<file path="src/rtl/prim_reqack_src_buffer.sv">
// Source-side front end for the REQ/ACK synchronizer: a small FIFO whose head word
// is held on data_o under a registered, pulse-ACK REQ with an optional REQ-low gap.
module prim_reqack_src_buffer #(
  parameter int unsigned Width     = 8,
  parameter int unsigned Depth     = 4,
  parameter int unsigned GapCycles = 0,
  localparam int unsigned CntW     = $clog2(Depth + 1)
) (
  input  logic             clk_i,
  input  logic             rst_ni,
  input  logic             in_valid_i,
  output logic             in_ready_o,
  input  logic [Width-1:0] in_data_i,
  output logic             req_o,
  input  logic             ack_i,
  output logic [Width-1:0] data_o,
  output logic [CntW-1:0]  count_o,
  output logic             err_o
);
  localparam int unsigned PtrW = (Depth > 1) ? $clog2(Depth) : 1;
  localparam int unsigned GapW = (GapCycles > 0) ? $clog2(GapCycles + 1) : 1;

  typedef enum logic [1:0] {
    ST_IDLE = 2'd0,
    ST_REQ  = 2'd1,
    ST_GAP  = 2'd2
  } state_e;

  state_e           r_state, w_state_nxt;
  logic [PtrW-1:0]  r_wr_ptr, r_rd_ptr;
  logic [CntW-1:0]  r_count, w_count_nxt;
  logic             r_err;
  logic [Width-1:0] r_mem [Depth];
  logic             w_push, w_pop, w_gap_load, w_gap_done;

  function automatic logic [PtrW-1:0] ptr_inc(input logic [PtrW-1:0] p);
    return (p == PtrW'(Depth - 1)) ? '0 : p + PtrW'(1);
  endfunction

  // A pop never frees a slot for a push in the same cycle.
  assign in_ready_o = rst_ni & (r_count < CntW'(Depth));
  assign w_push     = in_valid_i & in_ready_o;
  assign req_o      = (r_state == ST_REQ);
  assign w_pop      = req_o & ack_i;
  assign data_o     = r_mem[r_rd_ptr];
  assign count_o    = r_count;
  assign err_o      = r_err;

  always_comb begin
    w_count_nxt = r_count;
    if (w_push && !w_pop) begin
      w_count_nxt = r_count + CntW'(1);
    end else if (!w_push && w_pop) begin
      w_count_nxt = r_count - CntW'(1);
    end
  end

  always_comb begin
    w_state_nxt = r_state;
    w_gap_load  = 1'b0;
    case (r_state)
      ST_IDLE: if (r_count != '0) w_state_nxt = ST_REQ;
      ST_REQ: begin
        if (ack_i) begin
          if (GapCycles > 0) begin
            w_state_nxt = ST_GAP;
            w_gap_load  = 1'b1;
          end else begin
            w_state_nxt = (w_count_nxt != '0) ? ST_REQ : ST_IDLE;
          end
        end
      end
      ST_GAP: if (w_gap_done) w_state_nxt = (r_count != '0) ? ST_REQ : ST_IDLE;
      default: w_state_nxt = ST_IDLE;
    endcase
  end

  always_ff @(posedge clk_i) begin
    if (!rst_ni) r_state <= ST_IDLE;
    else         r_state <= w_state_nxt;
  end

  always_ff @(posedge clk_i) begin
    if (!rst_ni) begin
      r_wr_ptr <= '0;
      r_rd_ptr <= '0;
      r_count  <= '0;
      r_err    <= 1'b0;
    end else begin
      r_count <= w_count_nxt;
      if (w_push) r_wr_ptr <= ptr_inc(r_wr_ptr);
      if (w_pop)  r_rd_ptr <= ptr_inc(r_rd_ptr);
      if (ack_i && !req_o) r_err <= 1'b1;
    end
  end

  // Storage is deliberately left out of reset.
  always_ff @(posedge clk_i) begin
    if (w_push) r_mem[r_wr_ptr] <= in_data_i;
  end

  if (GapCycles > 0) begin : g_gap
    logic [GapW-1:0] r_gap_cnt;
    always_ff @(posedge clk_i) begin
      if (!rst_ni) begin
        r_gap_cnt <= '0;
      end else if (w_gap_load) begin
        r_gap_cnt <= GapW'(GapCycles - 1);
      end else if ((r_state == ST_GAP) && (r_gap_cnt != '0)) begin
        r_gap_cnt <= r_gap_cnt - GapW'(1);
      end
    end
    assign w_gap_done = (r_gap_cnt == '0);
  end else begin : g_no_gap
    logic unused_gap_load;
    assign unused_gap_load = w_gap_load;
    assign w_gap_done      = 1'b1;
  end

endmodule

</file>
<file path="config.mk">
export PLATFORM = sky130hd
export DESIGN_NAME = prim_reqack_src_buffer
export DESIGN_NICKNAME = d
export VERILOG_FILES = /design/src/rtl/prim_reqack_src_buffer.sv
export SDC_FILE = /design/constraint.sdc
export NUM_CORES = 1
export LEC_CHECK = 0
export BUFFER_PORTS_ARGS = -buffer_cell sky130_fd_sc_hd__clkbuf_2
export CORE_MARGIN = 2
export CORE_UTILIZATION = 55
export CTS_CLUSTER_DIAMETER = 100
export CTS_CLUSTER_SIZE = 30
export DETAILED_ROUTE_END_ITERATION = 8
export PLACE_DENSITY = 0.88
export SLEW_MARGIN = 10
export SYNTH_ARGS = -nofsm -noshare
export SYNTH_HDL_FRONTEND = slang
export SYNTH_SLANG_ARGS = --single-unit
export TNS_END_PERCENT = 50
</file>
<file path="constraint.sdc">
create_clock -name clk_i -period 2.4 [get_ports clk_i]
set_clock_uncertainty 0.2 [all_clocks]
set_input_delay 0.72 -clock clk_i [delete_from_list [all_inputs] [get_ports clk_i]]
set_output_delay 0.72 -clock clk_i [all_outputs]
set_load 0.01 [all_outputs]
</file>
==> metrics, run 1 <==
Critical Path Max Stage Delay=0.50 ns; Slew headroom=0.698; clk_lat worst skew=~0.34 ns; Crit-path slowest cell=mux4_2; hpwl dp=1950 um; Detailed Routing Iterations Pass 1=4; Setup TNS=-0.0243 ns; Routed Antenna Nets=0; post-synth top area cell=edfxtp_1; Distinct cells, synth=33; Placed Instance Area=0.00196 mm2; min Tclk post-route=2.41 ns; CTS root buf=clkbuf_4; register area=0.00118 mm2; drt via density=5.38; Leakage=0.789 nW; height of the die=61.2 um; outcome=finished with violations; fin crit share=1.00; Starting Density=0.585; #FFs+latches synth=between 40 and 50; YS warnings=0; port bufs=25; Placement Setup Slack=0.235 ns; ANT cells=0; Pins Over Slew Limit=0; first-pass GRT wire length=4310 um; crit path kind=flop to primary output; RePlAce Congestion=0.734; startpoint types=flop; failing checks=negative setup slack; min-delay worst type=flop to flop; DRC=0; Reg clk slew, reported paths=~0.12 ns; area growth from synthesis to layout=14.5%; die area=~0.0037 mm2; hold_buf cts=0; final core occ=0.670; cell count of the worst reg-to-reg path=4; RR Endpoint=count_o[1]$_SDFF_PN0_; Mapped Area=0.00180 mm2; top cells by area, synth=edfxtp_1, dfxtp_1, mux4_2, ha_1, nand2_1; WP data required=1.48 ns; top-area cell type share of the netlist area=0.534; Fillers=between 200 and 250; H-Tree Depth=2; RSZ-0062 raised after global routing=yes; async set-reset flop share out of synthesis=0; nets=163; setup ws final=-0.0108 ns; CTS tree=done; layout cells sized above 1=0.361; CP Capture Type=primary output; R2R setup slack=0.77 ns; largest net degree at the start of global routing=15; maximum VDD drop=0.413 mV; Min-Delay Path Depth=1; Avg Cell Area, Syn=around 16 um2; Die Wd=between 60 and 70 um; vias in the first global route=939; cell-by-cell trace of the critical path=buf_12 -> mux4_2 -> clkbuf_2; # clock sinks=43; hold path start=err_o$_SDFFE_PN0P_; EDFF count, synth=32; Multi-input gate area=566 um2; Seq/Total Area, Yosys=0.656; Total Power=1.80 mW; max cap viols=0; Final Cell Area=0.00206 mm2; syn nets=about 130; crit-path max FO=8; Setup Viol. Count Final=3; row count=20; CORE AREA=a little over 0.003 mm2; WP data arrival=1.49 ns; ys flop type=edfxtp_1; via count=1011; grt total ovfl=0; cts bufs inserted=5; power density cells=just under 900 mW/mm2; Tightest Pin Transition=0.451 ns; Final Hold Viols=0; Ports=26; gr usage total=0.167; worst r2r src=count_o[2]$_SDFF_PN0_; Gate Count Post-Synth=between 100 and 150; Hold Path End=err_o$_SDFFE_PN0P_; Iteration-0 DRC Markers=24; Fmax=415 MHz; deepest clock path buffer count=2; drt wl/cell=14.7 um; antenna violations before repair=0; post-CTS setup buffers=0; WL final=2770 um
## kinds of logic (layout without fill, tap and decap cells)
family / after synthesis / count (layout) / share of synthesized area
flops: 43 / 43 / 0.656
fa+ha+maj: 8 / 8 / 0.0556
xor+xnor: 2 / 2 / 0.00973
mux: 10 / 10 / 0.111
compound gates: 12 / 12 / 0.0500
buf+inv: 10 / 40 / 0.0299
simple gates: 29 / 29 / 0.0876
## flip-flops by register name, summed over array words and instances (netlist names), named ones only
register and flops:
count_o 3, err_o 1, r_mem 32, r_rd_ptr 2, r_state 1, r_wr_ptr 2
## synthesized netlist by cell type (2+ instances only)
| master | instances |
|---|---|
| edfxtp_1 | 32 |
| a21oi_1 | 2 |
| mux2i_1 | 2 |
| and2_1 | 2 |
| and2_2 | 4 |
| nand3_1 | 5 |
| mux4_2 | 8 |
| ha_1 | 8 |
| nor2b_1 | 2 |
| xnor2_1 | 2 |
| nand2_1 | 9 |
| inv_1 | 5 |
| buf_6 | 2 |
| dfxtp_1 | 11 |
| nor2_1 | 2 |
## power breakdown
| part | total (mW) | leakage [nW] | internal [mW] | switching [mW] |
|---|---|---|---|---|
| clock network | 0.445 | 0.0452 | 0.219 | 0.226 |
| registers | 0.921 | 0.381 | 0.867 | 0.0539 |
| logic | 0.438 | 0.362 | 0.214 | 0.223 |
## metrics by stage
step	cells	hold slack, ns
after floorplan	114	0.267
after global placement	180	0.250
after detailed placement	180	0.269
after CTS	188	0.298
after global routing	188	0.317
final	188	0.291
## cell usage in the layout (no fill, tap or decap), types with 2 or more instances in the layout
cell type,netlist,final
nand2_1,9,9
nor2_1,2,2
mux4_2,8,8
clkbuf_2,0,24
nor2b_1,2,2
clkbuf_4,0,5
a21oi_1,2,2
nand3_1,5,5
edfxtp_1,32,32
and2_2,4,4
dfxtp_1,11,10
mux2i_1,2,2
inv_1,5,5
xnor2_1,2,2
and2_1,2,2
ha_1,8,8
## routing by layer
layer,part of all wire,wire [um],GRT usage,vias to the layer above
met5,0,0,0,-
met1,0.41,1140,0.202,487
met2,0.53,1460,0.283,31
li1,-,-,-,491
met3,0.057,157,0.0546,2
met4,0.0036,10,0.0559,0
## cell type report
| class | instances | share of cell area |
|---|---|---|
| well taps | 44 | 0.0267 |
| clock buffers | 5 | 0.0182 |
| clock inverters | 3 | 0.0212 |
| multi-input cells | 61 | 0.274 |
| flip-flops and latches | 43 | 0.573 |
| inverters | 5 | 0.00910 |
| repair buffers | 27 | 0.0771 |
## worst max-delay path by stage
stage	from	endpoint	slack (ns)	cells after the start
final	flop	data_o[4]	-0.01	3
after global routing	flop	data_o[2]	-0.07	3
after CTS	flop	data_o[4]	-0.03	3
after detailed placement	rst_ni	in_ready_o	0.23	3
after global placement	rst_ni	in_ready_o	0.25	3
after floorplan	rst_ni	in_ready_o	0.35	2
## repair_timing
item,4_1_cts,5_1_grt
resized for setup,3,3
cloned,0,0
endpoints found under the setup margin,8,8
pin swaps,0,0
## critical path: cells and delay by family (launching register included)
kind	cells	cell delay (ns)
flip-flops	1	0.37
multiplexers	1	0.50
buffers and inverters	2	0.29
(Power assumes the default switching activity.)
==> run 2: changes to the inputs <==
--- a/config.mk
+++ b/config.mk
@@ -5,7 +5,7 @@
 export SDC_FILE = /design/constraint.sdc
 export NUM_CORES = 1
 export LEC_CHECK = 0
-export BUFFER_PORTS_ARGS = -buffer_cell sky130_fd_sc_hd__clkbuf_2
+export BUFFER_PORTS_ARGS = -buffer_cell sky130_fd_sc_hd__buf_2
 export CORE_MARGIN = 2
 export CORE_UTILIZATION = 55
 export CTS_CLUSTER_DIAMETER = 100
==> run 2 against run 1 <==
The run still ends with negative setup slack left; die area is the same; global-route usage increased by 1.5 points; combinational power grew 5.7%; sequential cell count is the same; clock power down 2%; hold slack worse by 0.0053 ns; wire length rose by 6.9%; worst setup slack got worse by 0.012 ns; clock-buffer cell count unchanged; non-clock buffer count is the same; largest cell class unchanged; largest power group unchanged.
==> metrics, run 2 (synthesis gave the netlist of run 1 again) <==
Iteration-0 DRC Markers=42; crit path kind=flop to primary output; commonest non-fill, non-tap cell in the layout=edfxtp_1; WP data arrival=1.50 ns; deepest clock path buffer count=2; worst r2r src=count_o[2]$_SDFF_PN0_; CORE AREA=0.00308 mm2; vias in the first global route=1035; first-pass GRT wire length=between 4000 and 5000 um; # clock sinks=between 40 and 50; Inst Count DP=180; failing checks=negative setup slack; setup ws final=-0.0233 ns; min Tclk post-route=2.42 ns; Slew headroom=0.701; Largest register FFs=32; power density cells=875 mW/mm2; height of the die=61.2 um; drt via density=~5.4; outcome=finished with violations; Crit-path slowest cell=mux4_2; Fmax=413 MHz; Final Hold Viols=0; Tightest Pin Transition=0.447 ns; CTS tree=done; grt total ovfl=0; hold path start=err_o$_SDFFE_PN0P_; fin crit share=1.01; Detailed Routing Iterations Pass 1=4; min-delay worst type=flop to flop; max cap viols=0; Routed Antenna Nets=0; Starting Density=0.585; Ports=26; most frequent cells in the layout=edfxtp_1, buf_2, dfxtp_1; H-Tree Depth=2; Leakage=0.793 nW; DRC=0; maximum VDD drop=0.461 mV; Non-Filler Instances=188; Reg clk slew, reported paths=0.12 ns; drt wl/cell=15.7 um; CP Capture Type=primary output; startpoint types=flop; RePlAce Congestion=0.731; cell-by-cell trace of the critical path=buf_12 -> mux4_2 -> buf_6; antenna violations before repair=0; gr usage total=0.182; WP data required=1.48 ns; ANT cells=0; Placement Setup Slack=0.258 ns; via count=1009; WL final=2960 um; cts bufs inserted=5; die area=0.00375 mm2; row count=20; Total Power=1.82 mW; Fillers=214; cell count of the worst reg-to-reg path=2; final core occ=0.676; Top reg by flops=r_mem; Critical Path Max Stage Delay=0.52 ns; post-CTS setup buffers=0; port bufs=25; area growth from synthesis to layout=15.6%; Setup Viol. Count Final=5; hpwl dp=roughly 2000 um; Min-Delay Path Depth=1; RSZ-0062 raised after global routing=yes; CTS root buf=clkbuf_4; Pins Over Slew Limit=0; largest net degree at the start of global routing=14; crit-path max FO=8; Die Wd=61.2 um; nets=163; clk_lat worst skew=0.35 ns; layout cells sized above 1=0.354
run 2: cell types whose count changed in the layout (fill, tap and decap cells not counted):
cell and change:
clkbuf_2 -24, buf_6 +4, clkinv_1 +1, buf_2 +20, clkinv_4 -1
run 2: routing by layer:
layer / GRT usage / part of all wire / vias up
met5: 0 / 0 / -
met4: 0.0839 / 0.0047 / 0
met3: 0.0651 / 0.058 / 2
met2: 0.315 / 0.53 / 30
met1: 0.199 / 0.41 / 491
li1: - / - / 486
run 2: final cells by class:
cell class / instances / area (um2) / area share
clock inverters: 3 / 38.8 / 0.0186
clock buffers: 5 / 37.5 / 0.0180
inverters: 5 / 18.8 / 0.00901
multi-input cells: 61 / 566 / 0.272
repair buffers: 27 / 184 / 0.0883
well taps: 44 / 55.1 / 0.0264
flip-flops and latches: 43 / 1180 / 0.568
run 2: through the flow:
stage	cell area, um2	TNS, ns	hold WS [ns]
final	2080	-0.0540	0.286
after global routing	2080	-0.539	0.311
after CTS	2050	-0.209	0.292
after detailed placement	1960	0	0.264
after global placement	1960	0	0.246
after floorplan	1800	0	0.267
run 2: worst paths after layout:
check | to | slack (ns)
max | data_o[0] | -0.02
min | err_o$_SDFFE_PN0P_ | 0.29
max reg2reg | r_mem[1][2]$_DFFE_PP_ | 0.72
min reg2reg | err_o$_SDFFE_PN0P_ | 0.29
run 2: timing repair:
action                                  4_1_cts  5_1_grt
hold buffers                                  0        0
endpoints found under the hold margin         0        0
gates resized for setup                       3        6
endpoints found under the setup margin        8        8
run 2: worst max-delay path, delay by kind of cell, from the launching register on:
family                 cells  cell delay [ns]
buffers and inverters      2             0.27
flip-flops                 1             0.36
multiplexers               1             0.52
run 2: power breakdown:
| part | total (mW) | internal, mW | switching, mW |
|---|---|---|---|
| combinational | 0.463 | 0.230 | 0.233 |
| clock | 0.435 | 0.214 | 0.221 |
| sequential | 0.924 | 0.867 | 0.0567 |
